===== config.mk =====
export PLATFORM = sky130hd
export DESIGN_NAME = mem_access_ctrl
export DESIGN_NICKNAME = d
export VERILOG_FILES = /design/src/rtl/mem_access_ctrl.sv
export SDC_FILE = /design/constraint.sdc
export NUM_CORES = 1
export LEC_CHECK = 0
export CORE_ASPECT_RATIO = 1.1
export CORE_MARGIN = 8
export CORE_UTILIZATION = 45
export DETAILED_ROUTE_END_ITERATION = 8
export PLACE_DENSITY_LB_ADDON = 0.05
export SYNTH_ARGS = -nofsm -noshare
export SYNTH_HDL_FRONTEND = slang
export SYNTH_SLANG_ARGS = --single-unit

===== constraint.sdc =====
create_clock -name clk -period 2.5 [get_ports clk]
set_input_delay 0.375 -clock clk [delete_from_list [all_inputs] [get_ports clk]]
set_output_delay 0.375 -clock clk [all_outputs]
set_load 0.005 [all_outputs]

===== src/rtl/mem_access_ctrl.sv =====
// mem_access_ctrl: load/store sequencer between the core memory stage and a
// 32-bit word-addressed data memory. One request per handshake, lane byte
// enables, store data replication, bounded-wait memory handshake and
// sign/zero-extended load return with a single-cycle response strobe.
module mem_access_ctrl #(
    parameter int TIMEOUT = 15
) (
    input  logic        clk,
    input  logic        rst_n,
    input  logic        req_valid,
    output logic        req_ready,
    input  logic        req_write,
    input  logic [31:0] Address,
    input  logic [1:0]  DataType,
    input  logic        Unsigned,
    input  logic [31:0] WriteData,
    output logic        resp_valid,
    output logic [31:0] ReadData,
    output logic        Misaligned,
    output logic        BusError,
    output logic        mem_en,
    output logic        mem_we,
    output logic [31:0] mem_addr,
    output logic [31:0] mem_wdata,
    output logic [3:0]  ByteEnable,
    input  logic        mem_ack,
    input  logic [31:0] mem_rdata
);

    localparam logic [1:0] S_IDLE   = 2'd0;
    localparam logic [1:0] S_ACCESS = 2'd1;
    localparam logic [1:0] S_RESP   = 2'd2;

    // Last ACCESS cycle index: the wait counter starts at 0 on entry, so
    // reaching this value means mem_en has been high for TIMEOUT cycles.
    localparam logic [7:0] LAST_WAIT = 8'(TIMEOUT - 1);

    logic [1:0]  state;
    logic [7:0]  wait_cnt;
    logic        write_q;
    logic        unsigned_q;
    logic [1:0]  dtype_q;
    logic [1:0]  off_q;
    logic [29:0] word_addr_q;
    logic [31:0] wdata_q;
    logic [3:0]  be_q;
    logic [31:0] rdata_q;
    logic        misaligned_q;
    logic        bus_error_q;

    // Request decode, evaluated on the incoming fields while IDLE
    logic [1:0]  off;
    logic        is_byte;
    logic        is_half;
    logic        misaligned_req;
    logic [3:0]  be_req;
    logic [31:0] wdata_req;

    // Load extraction from the memory word, using the latched request fields
    logic        cap_byte;
    logic        cap_half;
    logic [7:0]  sel_byte;
    logic [15:0] sel_half;
    logic [31:0] load_ext;

    // Decode size, alignment, lane enables and replicated store data
    always_comb begin
        off            = Address[1:0];
        is_byte        = (DataType == 2'b00);
        is_half        = (DataType == 2'b01);
        misaligned_req = (is_half && off[0]) || (!is_byte && !is_half && (off != 2'b00));
        if (is_byte) begin
            be_req    = 4'b0001 << off;
            wdata_req = {4{WriteData[7:0]}};
        end else if (is_half) begin
            be_req    = off[1] ? 4'b1100 : 4'b0011;
            wdata_req = {2{WriteData[15:0]}};
        end else begin
            be_req    = 4'b1111;
            wdata_req = WriteData;
        end
    end

    // Select the addressed lane(s) of the read word and extend to 32 bits
    always_comb begin
        cap_byte = (dtype_q == 2'b00);
        cap_half = (dtype_q == 2'b01);
        case (off_q)
            2'd0:    sel_byte = mem_rdata[7:0];
            2'd1:    sel_byte = mem_rdata[15:8];
            2'd2:    sel_byte = mem_rdata[23:16];
            default: sel_byte = mem_rdata[31:24];
        endcase
        sel_half = off_q[1] ? mem_rdata[31:16] : mem_rdata[15:0];
        if (cap_byte) begin
            load_ext = {{24{!unsigned_q && sel_byte[7]}}, sel_byte};
        end else if (cap_half) begin
            load_ext = {{16{!unsigned_q && sel_half[15]}}, sel_half};
        end else begin
            load_ext = mem_rdata;
        end
    end

    // Sequencer state, request latch, wait counter and response capture
    always_ff @(posedge clk or negedge rst_n) begin
        if (!rst_n) begin
            state        <= S_IDLE;
            wait_cnt     <= 8'd0;
            write_q      <= 1'b0;
            unsigned_q   <= 1'b0;
            dtype_q      <= 2'b00;
            off_q        <= 2'b00;
            word_addr_q  <= 30'd0;
            wdata_q      <= 32'd0;
            be_q         <= 4'd0;
            rdata_q      <= 32'd0;
            misaligned_q <= 1'b0;
            bus_error_q  <= 1'b0;
        end else begin
            case (state)
                S_IDLE: begin
                    if (req_valid) begin
                        write_q      <= req_write;
                        unsigned_q   <= Unsigned;
                        dtype_q      <= DataType;
                        off_q        <= off;
                        word_addr_q  <= Address[31:2];
                        wdata_q      <= wdata_req;
                        be_q         <= be_req;
                        wait_cnt     <= 8'd0;
                        rdata_q      <= 32'd0;
                        bus_error_q  <= 1'b0;
                        misaligned_q <= misaligned_req;
                        state        <= misaligned_req ? S_RESP : S_ACCESS;
                    end
                end
                S_ACCESS: begin
                    if (mem_ack) begin
                        // Stores report zero read data
                        rdata_q <= write_q ? 32'd0 : load_ext;
                        state   <= S_RESP;
                    end else if (wait_cnt == LAST_WAIT) begin
                        bus_error_q <= 1'b1;
                        state       <= S_RESP;
                    end else begin
                        wait_cnt <= wait_cnt + 8'd1;
                    end
                end
                S_RESP: begin
                    state <= S_IDLE;
                end
                default: begin
                    state <= S_IDLE;
                end
            endcase
        end
    end

    // Outputs are decoded from state so reset removes mem_en at once
    always_comb begin
        req_ready  = (state == S_IDLE);
        mem_en     = (state == S_ACCESS);
        mem_we     = (state == S_ACCESS) && write_q;
        ByteEnable = (state == S_ACCESS) ? be_q : 4'd0;
        mem_addr   = {word_addr_q, 2'b00};
        mem_wdata  = wdata_q;
        resp_valid = (state == S_RESP);
        ReadData   = (state == S_RESP) ? rdata_q : 32'd0;
        Misaligned = (state == S_RESP) && misaligned_q;
        BusError   = (state == S_RESP) && bus_error_q;
    end

endmodule


==> results.cfg <==
[drt]
dr.first_iter.drc_count = 423
routedWlPerCell_um = 18.4
drt_wl_total_mm = 17.7
drc = 0
vias_per_cell = 5.32
first_pass_iters = 5
ant_nets = 0
via_count = 5121

[yosys]
yosys_warnings = 0
synth_area_leader_cell = dfrtp_1
synth_commonest_cells = 174 x nand2_1, 116 x dfrtp_1, 45 x o21ai_0
yosys.area_share.adder_pct = 0.438
ys_types = 42
syn_inst = 595
synth_xor_area_share_pct = 0.307
yosysMostFrequentCell = nand2_1
synthMuxAreaShare_pct = 10.6
avgSynthCellArea_sq_um = 9.59
ys.flop_type = dfrtp_1
synth-simple-area-share_pct = 22.3
synth_top_family_by_area = simple AND/OR/NAND/NOR gates
synth-edff-count = 0
synth-seq-area-share_pct = 50.9
netlist.area_leader.share_pct = 50.9
ys_seq_elements = 116
netlist_area_sq_um = 5710
synth-compound-area-share_pct = 11.8
synthArstFlopShare_pct = 100
synth.area.top_cells = dfrtp_1 51%, nand2_1 11%, mux2i_1 6.5%

[setup_path]
cp_cell_sequence = nor2b_2, buf_6, and2_1, clkdlybuf4s50_1
critPathKind = reg2out
critPathMaxStageDelay_ns = 0.51
cp-end-kind = primary output
critPathTopFamily = buffers and inverters
worst-path-buf-inv = 2
cp-start-kind = register
arrival_ns = 2.00
crit_path_top_delay_cell = clkdlybuf4s50_1
path_max_fanout = 35
required_ns = 2.12

[flow_run]
maxCapViolations = 0

[floorplan]
coreArea_sq_um = 12500
die_h_um = 134
initial_core_util_pct = 45.7
die_area_sq_um = 16500
dieWidth_um = 123
io_pins = 210
rows = 43

[layout]
final_area_sq_um = 8530
fin_util_pct = 68.3
area_growth_pct = 49.4
drive_gt1_share_pct = 7.07
diodes = 0
fin_nets = 899

[place]
pre_cts_slack_ns = 0.234
placed_cell_area_sq_um = 7920
port_buffers = 207
place.gp.congestion = 0.843
hpwl_mm = 13.0

[cts]
clock_sinks = 116
clkTransAtPathRegs_ns = 0.05
cts_made_buffers = 17
cts_tree = yes
cts_buffer_depth = 2
cts-root-buf = clkbuf_16
clock_latency_ns = 0.41
h-tree-depth = 4

[timing]
grt_setup_unrepaired = false
tns_ns = 0
period_share_pct = 95.0
hold_violations = 0
slew_headroom_pct = 30.7
worst_pin_slew_ns = 1.04
timing.final.crit_period_ns = 2.38
fmax_ghz = 0.421
fin_skew_ns = 0.00329
whs_ns = 0.472
finalWorstSetupSlack_ns = 0.125
drv_slew = 0
setup_viol = 0

[global_routing]
grt_pass1_vias = 5301
grt_max_degree = 58
grt_pass1_wl_mm = 28.1
grt_antenna_before_repair = 1
grt_overflow = 0
grt_use_total_pct = 21.9

[min_path]
hold_path_class = reg2reg

[power]
p_leak_nw = 3.98
p_per_area_nw_per_um2 = 1000
ir_drop_v = 0.000624

[status]
status = finished, final reports clean
-- area by class of cell --
| class | instances | area [sq um] |
|---|---|---|
| fill | 1049 | 3950 |
| tap | 157 | 196 |
| multi-input combinational | 434 | 2610 |
| sequential | 116 | 2900 |
| clock buffer | 17 | 425 |
| clock inverter | 15 | 165 |
| timing repair buffer | 221 | 2220 |
| inverter | 3 | 11.3 |
-- cells by family after synthesis --
| logic type | count (synthesis) |
|---|---|
| AO/OA/AOI/OAI | 103 |
| XOR/XNOR | 2 |
| adder cells (fa/ha/maj) | 2 |
| buffers and inverters | 46 |
| flip-flops | 116 |
| multiplexers | 46 |
| other | 1 |
| AND/OR/NAND/NOR | 279 |
-- cell usage in the layout (no fill, tap or decap), types with 11 or more instances in the layout --
master	count
clkdlybuf4s50_1	206
mux2i_1	37
a21oi_1	11
dfrtp_1	116
nor2_1	37
clkbuf_16	17
a221o_1	16
nand2_1	173
o21ai_0	45
and2_1	40
-- metrics by stage --
stage	cells	power, mW
after detailed placement	930	6.17
final	963	8.56
after CTS	963	8.65
after global placement	930	6.08
after floorplan	596	4.36
after global routing	963	9.09
-- flip-flops by register name (all words and copies together), names as in the netlist --
| register | flops |
|---|---|
| unsigned_q | 1 |
| off_q | 2 |
| wait_cnt | 8 |
| bus_error_q | 1 |
| misaligned_q | 1 |
| dtype_q | 2 |
| rdata_q | 32 |
| mem_wdata | 32 |
| write_q | 1 |
| be_q | 4 |
| state | 2 |
| word_addr_q | 30 |
-- power breakdown --
part | switching (mW) | total (mW) | leakage [nW] | internal [mW]
sequential | 0.471 | 3.04 | 1.48 | 2.57
clock | 0.867 | 2.42 | 0.288 | 1.55
combinational | 1.38 | 3.11 | 2.21 | 1.72
total | 2.72 | 8.56 | 3.98 | 5.84
-- path summary, 6_finish.rpt --
kind / end / slack [ns] / start / cells after the start
worst max-delay path: ReadData[9] / 0.12 / state[1] / 4
worst min-delay path: word_addr_q[25] / 0.47 / word_addr_q[25] / 2
worst max register to register: rdata_q[29] / 0.34 / state[0] / 4
worst min register to register: word_addr_q[25] / 0.47 / word_addr_q[25] / 2
max in group asynchronous: word_addr_q[12] / 1.24 / rst_n / 3
min in group asynchronous: wait_cnt[2] / 0.49 / rst_n / 2
-- worst min-delay path, stage by stage, from the launching register on --
cell	delay, ns
dfrtp_1	0.34
nand2_1	0.05
nand2_1	0.06
-- routing by layer --
layer | GRT usage [%] | part of all wire [%]
met2 | 36.3 | 50
met5 | 0 | 0.073
met3 | 9.67 | 10
met1 | 24.1 | 38
met4 | 8.17 | 2.0
-- what timing repair did --
| item | 4_1_cts | 5_1_grt |
|---|---|---|
| resized for setup | 1 | 1 |
| hold endpoints to repair | 42 | 0 |
| gates cloned | 0 | 0 |
| setup endpoints to repair | 1 | 17 |
| hold buffers | 1 | 0 |
| buffers inserted | 0 | 0 |
(Power assumes the default switching activity.)
